### config.mk
export PLATFORM = sky130hd
export DESIGN_NAME = snn_job_sequencer_flat
export DESIGN_NICKNAME = d
export VERILOG_FILES = /design/src/rtl/snn_job_sequencer_if.sv /design/src/rtl/snn_job_sequencer.sv /design/src/flat_wrapper.sv
export SDC_FILE = /design/constraint.sdc
export NUM_CORES = 1
export LEC_CHECK = 0
export CORE_MARGIN = 2
export CORE_UTILIZATION = 35
export CTS_CLUSTER_SIZE = 10
export DETAILED_ROUTE_END_ITERATION = 10
export GPL_ROUTABILITY_DRIVEN = 0
export PLACE_DENSITY = 0.67
export SYNTH_ARGS = -nofsm -noshare
export SYNTH_HDL_FRONTEND = slang
export SYNTH_SLANG_ARGS = --single-unit
export TNS_END_PERCENT = 20
### constraint.sdc
create_clock -name clk -period 1.8 [get_ports clk]
set_clock_uncertainty 0.2 [all_clocks]
set_input_delay 0.45 -clock clk [delete_from_list [all_inputs] [get_ports clk]]
set_output_delay 0.45 -clock clk [all_outputs]
set_load 0.1 [all_outputs]
### src/rtl/snn_job_sequencer_if.sv
// snn_job_sequencer_if: UART RX, input-RAM, snn_core, UART TX and status signals of the job sequencer
interface snn_job_sequencer_if #(parameter int ADDR_W = 10);
  logic              rx_rdy;
  logic [7:0]        rx_data;
  logic              clr_rx_rdy;
  logic [ADDR_W-1:0] ram_addr;
  logic              ram_we;
  logic              ram_wdata;
  logic              core_start;
  logic [ADDR_W-1:0] core_addr;
  logic              core_done;
  logic [3:0]        core_digit;
  logic              tx_busy;
  logic              tx_start;
  logic [7:0]        tx_data;
  logic [3:0]        led;
  logic              busy;
  modport master (
    input  rx_rdy, rx_data, core_addr, core_done, core_digit, tx_busy,
    output clr_rx_rdy, ram_addr, ram_we, ram_wdata, core_start, tx_start, tx_data, led, busy
  );
  modport slave (
    output rx_rdy, rx_data, core_addr, core_done, core_digit, tx_busy,
    input  clr_rx_rdy, ram_addr, ram_we, ram_wdata, core_start, tx_start, tx_data, led, busy
  );
endinterface

### src/rtl/snn_job_sequencer.sv
// snn_job_sequencer: loads a UART image into input RAM, runs snn_core, reports the digit over UART.
// Optional RUN watchdog enabled by defining SNN_SEQ_TIMEOUT_EN.
module snn_job_sequencer #(
  parameter int N_INPUTS    = 784,
  parameter int ADDR_W      = 10,
  parameter int TIMEOUT_CYC = 32768
) (
  input logic clk,
  input logic rst_n,
  snn_job_sequencer_if.master bus
);
  localparam logic [2:0] LOAD   = 3'd0;
  localparam logic [2:0] UNPACK = 3'd1;
  localparam logic [2:0] START  = 3'd2;
  localparam logic [2:0] RUN    = 3'd3;
  localparam logic [2:0] REPORT = 3'd4;
  localparam logic [ADDR_W:0] N_MAX = N_INPUTS[ADDR_W:0];
  logic [2:0]      state;
  logic [ADDR_W:0] cnt;
  logic [ADDR_W:0] cnt_nxt;
  logic [7:0]      shreg;
  logic            tx_start;
  logic [7:0]      tx_data;
  logic [3:0]      led;
  logic            timeout;
  assign cnt_nxt = cnt + 1'b1;
`ifdef SNN_SEQ_TIMEOUT_EN
  localparam int TW = $clog2(TIMEOUT_CYC);
  localparam logic [TW-1:0] TO_MAX = TW'(TIMEOUT_CYC - 1);
  logic [TW-1:0] rcnt;
  // Counter sits at zero outside RUN, so it is cleared on every RUN entry.
  always_ff @(posedge clk or negedge rst_n)
    if (!rst_n) rcnt <= '0;
    else rcnt <= (state == RUN) ? rcnt + 1'b1 : '0;
  assign timeout = (state == RUN) && (rcnt == TO_MAX);
`else
  assign timeout = 1'b0;
`endif
  always_ff @(posedge clk or negedge rst_n)
    if (!rst_n) begin
      state    <= LOAD;
      cnt      <= '0;
      shreg    <= '0;
      tx_start <= 1'b0;
      tx_data  <= 8'h00;
      led      <= 4'h0;
    end else begin
      tx_start <= 1'b0;
      case (state)
        LOAD:
          if (bus.rx_rdy) begin
            shreg <= bus.rx_data;
            state <= UNPACK;
          end
        UNPACK: begin
          shreg <= shreg >> 1;
          cnt   <= cnt_nxt;
          if (cnt[2:0] == 3'd7) state <= (cnt_nxt >= N_MAX) ? START : LOAD;
        end
        START: begin
          cnt   <= '0;
          state <= RUN;
        end
        RUN:
          if (bus.core_done) begin
            led     <= bus.core_digit;
            tx_data <= {4'h3, bus.core_digit};
            state   <= REPORT;
          end else if (timeout) begin
            led     <= 4'hF;
            tx_data <= 8'h45;
            state   <= REPORT;
          end
        REPORT:
          if (!bus.tx_busy) begin
            tx_start <= 1'b1;
            state    <= LOAD;
          end
        default: state <= LOAD;
      endcase
    end
  assign bus.clr_rx_rdy = (state == LOAD) && bus.rx_rdy;
  assign bus.ram_addr   = (state == RUN || state == REPORT) ? bus.core_addr : cnt[ADDR_W-1:0];
  assign bus.ram_we     = (state == UNPACK) && (cnt < N_MAX);
  assign bus.ram_wdata  = (state == UNPACK) && shreg[0];
  assign bus.core_start = (state == START);
  assign bus.tx_start   = tx_start;
  assign bus.tx_data    = tx_data;
  assign bus.led        = led;
  assign bus.busy       = !((state == LOAD) && (cnt == '0));
endmodule

### src/flat_wrapper.sv
// flat-port wrapper written by rule: the top's interface ports become plain ports
module snn_job_sequencer_flat 
#(
  parameter int N_INPUTS    = 784,
  parameter int ADDR_W      = 10,
  parameter int TIMEOUT_CYC = 32768
)
  (clk, rst_n, bus_rx_rdy, bus_rx_data, bus_core_addr, bus_core_done, bus_core_digit, bus_tx_busy, bus_clr_rx_rdy, bus_ram_addr, bus_ram_we, bus_ram_wdata, bus_core_start, bus_tx_start, bus_tx_data, bus_led, bus_busy);
  snn_job_sequencer_if #(.ADDR_W(ADDR_W)) bus_i ();
  input logic clk;
  input logic rst_n;
  input wire logic [$bits(bus_i.rx_rdy)-1:0] bus_rx_rdy;
  input wire logic [$bits(bus_i.rx_data)-1:0] bus_rx_data;
  input wire logic [$bits(bus_i.core_addr)-1:0] bus_core_addr;
  input wire logic [$bits(bus_i.core_done)-1:0] bus_core_done;
  input wire logic [$bits(bus_i.core_digit)-1:0] bus_core_digit;
  input wire logic [$bits(bus_i.tx_busy)-1:0] bus_tx_busy;
  output wire logic [$bits(bus_i.clr_rx_rdy)-1:0] bus_clr_rx_rdy;
  output wire logic [$bits(bus_i.ram_addr)-1:0] bus_ram_addr;
  output wire logic [$bits(bus_i.ram_we)-1:0] bus_ram_we;
  output wire logic [$bits(bus_i.ram_wdata)-1:0] bus_ram_wdata;
  output wire logic [$bits(bus_i.core_start)-1:0] bus_core_start;
  output wire logic [$bits(bus_i.tx_start)-1:0] bus_tx_start;
  output wire logic [$bits(bus_i.tx_data)-1:0] bus_tx_data;
  output wire logic [$bits(bus_i.led)-1:0] bus_led;
  output wire logic [$bits(bus_i.busy)-1:0] bus_busy;
  assign bus_i.rx_rdy = bus_rx_rdy;
  assign bus_i.rx_data = bus_rx_data;
  assign bus_i.core_addr = bus_core_addr;
  assign bus_i.core_done = bus_core_done;
  assign bus_i.core_digit = bus_core_digit;
  assign bus_i.tx_busy = bus_tx_busy;
  assign bus_clr_rx_rdy = bus_i.clr_rx_rdy;
  assign bus_ram_addr = bus_i.ram_addr;
  assign bus_ram_we = bus_i.ram_we;
  assign bus_ram_wdata = bus_i.ram_wdata;
  assign bus_core_start = bus_i.core_start;
  assign bus_tx_start = bus_i.tx_start;
  assign bus_tx_data = bus_i.tx_data;
  assign bus_led = bus_i.led;
  assign bus_busy = bus_i.busy;
  snn_job_sequencer #(.N_INPUTS(N_INPUTS), .ADDR_W(ADDR_W), .TIMEOUT_CYC(TIMEOUT_CYC)) u_core (.clk(clk), .rst_n(rst_n), .bus(bus_i));
endmodule
==> summary.md, run 1 <==
| Metric | Value |
|---|---|
| Critical-path cell list | or4_4 > nor4b_2 > nand2_1 > buf_12 |
| Peak Freq | 0.4115 GHz |
| CP Capture Type | primary output |
| Chip width | 72.28 um |
| Status | finished, violations left |
| Antenna diodes | 0 |
| Worst r2r dst | u_core.state[1]$_DFFE_PN0P_ |
| Initial antenna violation count | 0 |
| GRT overflow | 0 |
| CP Class | register to primary output |
| Worst reg2reg setup slack | -0.21 ns |
| Clk root buf | clkbuf_8 |
| Syn_area_per_cell | 9.115 um^2 |
| CTS buffer count | 3 |
| Most common cell after layout, fill and taps aside | buf_4 |
| H-tree depth | 1 |
| Sequential cell area fraction in the yosys report | 0.4294 |
| GRT Total Usage | 0.1848 |
| Critical path peak fanout | 2 |
| Worst reg2reg startpoint | u_core.state[1]$_DFFE_PN0P_ |
| Sink Count | 28 |
| Critical Path AT | ~1.8 ns |
| DRC viols | 0 |
| RSZ-0062 raised after global routing | yes |
| Synthesized flop and latch total | 28 |
| First-pass GRT wire length | roughly 7.5 mm |
| Syn Inst Count | 179 |
| Yosys warning total | 0 |
| Final period util | 1.350 |
| Largest net degree at the start of global routing | 29 |
| Placed cells | 301 |
| Mapped Area | between 0.0015 and 0.002 mm^2 |
| Largest delay contributor family on the critical path | simple AND/OR/NAND/NOR gates |
| Initial DRC Count | 55 |
| Total power | around 4 mW |
| WL met2 | 2.255 mm |
| 1st-pass router iterations | 4 |
| Clk slew on worst S/H paths | approximately 0.1 ns |
| Row Count | 24 |
| Buf+Inv Stages, Crit Path | 1 |
| Core ar. | 0.004414 mm^2 |
| Endpoints failing setup | 17 |
| Nets@finish | 290 |
| CTS Hold Buffers Added | 0 |
| Initial Util | 0.3696 |
| TritonCTS clock tree | done |
| Crit-path max cell delay | 0.53 ns |
| Most frequent cells in the layout | 33 x buf_4, 28 x buf_12, 28 x dfrtp_1, 26 x clkdlybuf4s50_1, 18 x nor2_1 |
| Routed vias/inst | roughly 5.2 |
| Layout cell share with drive strength beyond 1 | 0.3938 |
| Fillers | 325 |
| Wire per inst | 14.81 um |
| Worst skew pair latency | 0.28 ns |
| Dpl ws | -0.3778 ns |
| FFs w/ async S/R, synth | 1.000 |
| Fin crit period | 2.430 ns |
| Post-Layout Cell Count | between 300 and 400 |
| Final number of max-transition violations | 0 |
| Leakage power | ~1.3 nW |
| Netlist cell types | 43 |
| Critical Path RT | 1.15 ns |
| Hold_ws | 0.3072 ns |
| IO Count | 55 |
| PD cells | 1339 mW/mm^2 |
| Worst path slowest cell | or4_4 |
| Vias in the first global route | 1,634 |
| Top sig layer | met4 |
| Failing checks | negative setup slack |
| CP startpoint kind | register |
| Peak supply drop | 0.9485 mV |
| Count of final hold-check violations | 0 |
| Chip height | approximately 72 um |
| Setup WS post-layout | -0.6299 ns |
| Met1 wire length | 1.968 mm |
| Full die area | 0.005224 mm^2 |
| DR WL met3 | 296 um |
| Ys flop type | dfrtp_1 |
| R2r worst-path depth | 6 |
| Number of buffers added on ports | 52 |
| Max-cap violations | 0 |
| Detailed Place HPWL | 3.237 mm |
| Worst Hold Class | input pin to asynchronous set/reset pin |
| Bufs on Longest Clock Path | 2 |
| Via Count | ~1,600 |
| Layout area overhead | 78.91% |
| Post-synth EDFFs | 0 |
| Post-route ant nets | 0 |
| Final WL | 4.606 mm |
## layer usage
layer | GRT usage | up-vias
met5 | 0 | -
met4 | 0.08176 | 0
met3 | 0.03194 | 7
met2 | 0.3129 | 59
met1 | 0.2306 | 774
li1 | - | 788
## cells in the mapped netlist, types with 2 or more instances
cell	number	area (um^2)
dfrtp_1	28	700.7
nand2_1	21	78.83
nor2_1	20	75.07
o21ai_0	13	65.06
mux2_2	11	123.9
o22ai_1	8	50.05
buf_4	7	52.55
nand3_1	7	35.03
a21oi_1	6	30.03
clkbuf_1	4	15.01
inv_1	4	15.01
nand2b_1	4	25.02
nor3_1	4	20.02
buf_2	3	15.01
ha_1	3	37.54
mux2i_1	3	30.03
a22o_1	2	17.52
buf_6	2	22.52
nand3b_1	2	15.01
nand4_1	2	12.51
nand4b_1	2	17.52
or3_1	2	12.51
## report_power, final
part           leakage (nW)  switching [mW]  internal [mW]
combinational         0.896            1.47           1.01
sequential            0.363           0.121          0.788
clock                0.0357           0.219          0.299
## metrics by stage
stage	util	instance area [um^2]	setup TNS, ns
finish	0.6613	2919	-7.898
global route	0.6613	2919	-9.307
CTS	0.6514	2875	-7.492
detailed placement	0.6108	2696	-3.693
global placement	0.6108	2696	-3.557
floorplan	-	1702	-11.78
## registers in the layout, indices dropped and copies added, names as in the netlist
name,flops
u_core.bus.tx_start,1
u_core.cnt,11
u_core.state,3
u_core.bus.tx_data,2
u_core.shreg,8
u_core.bus.led,3
## cell type report
type	count	area, um^2	area share
multi-input cells	132	953.4	0.3266
well taps	52	65.06	0.02229
clock inverters	1	30.03	0.01029
clock buffers	3	41.29	0.01414
flip-flops and latches	28	700.7	0.2400
inverters	4	15.01	0.005144
repair buffers	91	1114	0.3815
## logic make-up (layout without fill, tap and decap cells)
kind of cell / after synthesis / count (layout) / synth area share
adders and majority gates: 3 / 3 / 0.02301
and+or+nand+nor: 74 / 74 / 0.2270
DFF: 28 / 28 / 0.4294
AOI/OAI and AO/OA: 37 / 37 / 0.1396
muxes: 14 / 14 / 0.09433
other: 1 / 2 / 0.002298
xor gates and xnor gates: 2 / 2 / 0.01074
buffers and inverters: 20 / 99 / 0.07361
## worst max path at each step
| stage | start | to | slack (ns) | cells past startpoint |
|---|---|---|---|---|
| after floorplan | u_core.state[2]$_DFFE_PN0P_ | bus_ram_we | -0.88 | 5 |
| after global placement | u_core.cnt[8]$_DFFE_PN0P_ | bus_busy | -0.35 | 4 |
| after detailed placement | u_core.cnt[8]$_DFFE_PN0P_ | bus_busy | -0.38 | 4 |
| after CTS | u_core.cnt[8]$_DFFE_PN0P_ | bus_busy | -0.63 | 4 |
| after global routing | u_core.cnt[8]$_DFFE_PN0P_ | bus_busy | -0.66 | 4 |
| final | u_core.cnt[8]$_DFFE_PN0P_ | bus_busy | -0.63 | 4 |
## repair_timing
action | CTS | global route
pin swaps | 2 | 2
setup endpoints to repair | 17 | 27
gates resized for setup | 19 | 9
buffers inserted | 5 | 1
Note: power is estimated with default switching activity, not from simulation.
==> run 2, diff against run 1 <==
Settings changed: PLACE_DENSITY 0.67 to 0.64.
Clock period 1.8 ns to 3.1 ns, I/O delays scaled along.
==> run 2 against run 1 <==
  * The flow now finishes without violations
  * Final area is 19% lower
  * Worst setup slack better by 0.84 ns
  * First-iteration DRC count is 44% lower
  * Core utilization is 13 points lower
  * Final cell count is 10% lower
  * Highest routed layer unchanged
  * Critical endpoint unchanged
==> summary.md, run 2 (synthesis results as in run 1) <==
| Metric | Value |
|---|---|
| Status | completed |
| Met1 wire length | 1.784 mm (-9.3%) |
| DR WL met3 | 176 um (-41%) |
| RSZ-0062 raised after global routing | no |
| Bufs on Longest Clock Path | 2 (unchanged) |
| Count of final hold-check violations | 0 (unchanged) |
| Wire per inst | 13.16 um (-11%) |
| Peak Freq | ~0.35 GHz |
| Max-cap violations | 0 (unchanged) |
| CP startpoint kind | register |
| Slew HR | 0.5589 |
| Routed vias/inst | 5.036 (-3.8%) |
| GRT Total Usage | 0.1498 (-0.03504) |
| Largest net degree at the start of global routing | 29 (unchanged) |
| Footprint of the multi-input gates | 825.8 um^2 (-13%) |
| Initial DRC Count | 31 (-44%) |
| Via Count | 1,410 (-13%) |
| Fillers | 406 (+25%) |
| Fin crit period | ~2.9 ns |
| Clk root buf | clkbuf_8 |
| Critical Path RT | 2.12 ns (+0.97 ns) |
| Antenna diodes | 0 (unchanged) |
| Largest regs | u_core.cnt: 11 flops, u_core.shreg: 8 flops |
| Largest register FFs | 11 (unchanged) |
| WL met2 | 1.682 mm (-25%) |
| H-tree depth | 1 (unchanged) |
| Worst skew pair latency | 0.27 ns (about the same) |
| Most flop-heavy register | u_core.cnt |
| Worst-Margin Slew | 0.6592 ns |
| Number of buffers added on ports | 52 (unchanged) |
| Detailed Place HPWL | 2.765 mm (-15%) |
| Setup WS post-layout | 0.2058 ns (+0.8356 ns) |
| Dpl ws | 0.4453 ns (+0.8230 ns) |
| Final core utilization | 0.5329 (-0.1284) |
| Peak supply drop | 0.4197 mV (-56%) |
| Most common cell after layout, fill and taps aside | dfrtp_1 |
| TritonCTS clock tree | done |
| Post-CTS setup buffers | 0 (-5) |
| Layout area overhead | 44.17% |
| GRT overflow | 0 (unchanged) |
| CP Class | register to primary output |
| Chip width | 72.28 um (unchanged) |
| Worst Hold Class | register to register |
| Initial antenna violation count | 0 (unchanged) |
| Worst path slowest cell | or4_1 |
| Core ar. | 0.004414 mm^2 (unchanged) |
| Critical path peak fanout | 8 (+6) |
| CP Capture Type | primary output |
| Final period util | 0.9336 |
| Nets@finish | 259 (-11%) |
| Post-route ant nets | 0 (unchanged) |
| Critical-path cell list | or4_1 > nor4b_1 > nand2_1 > buf_12 |
| Clk slew on worst S/H paths | 0.10 ns (about the same) |
| Post-Layout Cell Count | 280 (-10%) |
| Placed cells | 276 (-8.3%) |
| Final WL | 3.685 mm (-20%) |
| Full die area | 0.005224 mm^2 (unchanged) |
| Layout cell share with drive strength beyond 1 | 0.2368 (-0.1570) |
| CTS buffer count | 3 (unchanged) |
| Sink Count | 28 (unchanged) |
| Most frequent cells in the layout | 28 x dfrtp_1, 26 x clkdlybuf4s50_1, 21 x nand2_1, 20 x nor2_1, 20 x buf_4 |
| IO Count | 55 (unchanged) |
| Chip height | 72.28 um (unchanged) |
| DRC viols | 0 (unchanged) |
| Initial Util | 0.3696 (unchanged) |
| Leakage power | 1.052 nW (-19%) |
| First-pass GRT wire length | 6.292 mm (-16%) |
| Row Count | 24 (unchanged) |
| Endpoints failing setup | 0 (-17) |
| PD cells | 824.6 mW/mm^2 (-38%) |
| 1st-pass router iterations | 4 (unchanged) |
| Critical Path AT | 1.92 ns (+0.14 ns) |
| Vias in the first global route | 1,388 (-15%) |
| Crit-path max cell delay | 0.52 ns (about the same) |
| CTS Hold Buffers Added | 0 (unchanged) |
| Final number of max-transition violations | 0 (unchanged) |
| Register Area | 700.7 um^2 (unchanged) |
| Post-CTS resize count | 0 (-19) |
| Top sig layer | met4 |
==> run 2: changes by cell type in the layout (fill, tap and decap cells not counted), moves of 5 or more <==
cell     delta
o21ai_0     +8
nand2_1     +5
buf_12     -14
buf_4      -13
o21ai_1     -5
mux2_2      +7
mux2_4      -7
==> run 2: worst paths after layout <==
path,from,to,slack (ns),cells past startpoint
setup / recovery,u_core.cnt[3]$_DFFE_PN0P_,bus_busy,0.21,4
hold / removal,u_core.shreg[4]$_DFFE_PN0P_,u_core.shreg[4]$_DFFE_PN0P_,0.31,2
setup reg to reg,u_core.state[1]$_DFFE_PN0P_,u_core.state[1]$_DFFE_PN0P_,0.97,7
hold reg to reg,u_core.shreg[4]$_DFFE_PN0P_,u_core.shreg[4]$_DFFE_PN0P_,0.31,2
max in group asynchronous,rst_n,u_core.shreg[3]$_DFFE_PN0P_,1.75,2
min in group asynchronous,rst_n,u_core.cnt[6]$_DFFE_PN0P_,0.67,2
==> run 2: metrics by stage <==
step	hold slack [ns]	TNS (ns)	area [um^2]	power (mW)
after global routing	0.3332	0	2352	2.045
after floorplan	0.2578	-3.188	1647	1.340
after detailed placement	0.2884	0	2297	1.723
after CTS	0.3131	0	2352	1.957
after global placement	0.2780	0	2297	1.717
final	0.3061	0	2352	1.940
==> run 2: routing by layer <==
metal	up-vias	GRT usage
li1	722	-
met1	653	0.1965
met2	33	0.2467
met3	2	0.03056
met4	0	0.05031
met5	-	0
==> run 2: cell type report <==
class	count	share of cell area
clock buffers	4	0.02340
inverters	4	0.006383
multi-input cells	132	0.3511
flip-flops and latches	28	0.2979
well taps	52	0.02766
repair buffers	60	0.2936
==> run 2: power by group <==
part	internal (mW)	total, mW	switching (mW)
sequential	0.457	0.549	0.0918
combinational	0.416	1.17	0.750
clock	0.114	0.224	0.111
==> run 2: critical path: cells and delay by family, from the launching register on <==
family | cells | cell delay [ns]
buffers and inverters | 1 | 0.19
DFF | 1 | 0.46
and+or+nand+nor | 3 | 0.99
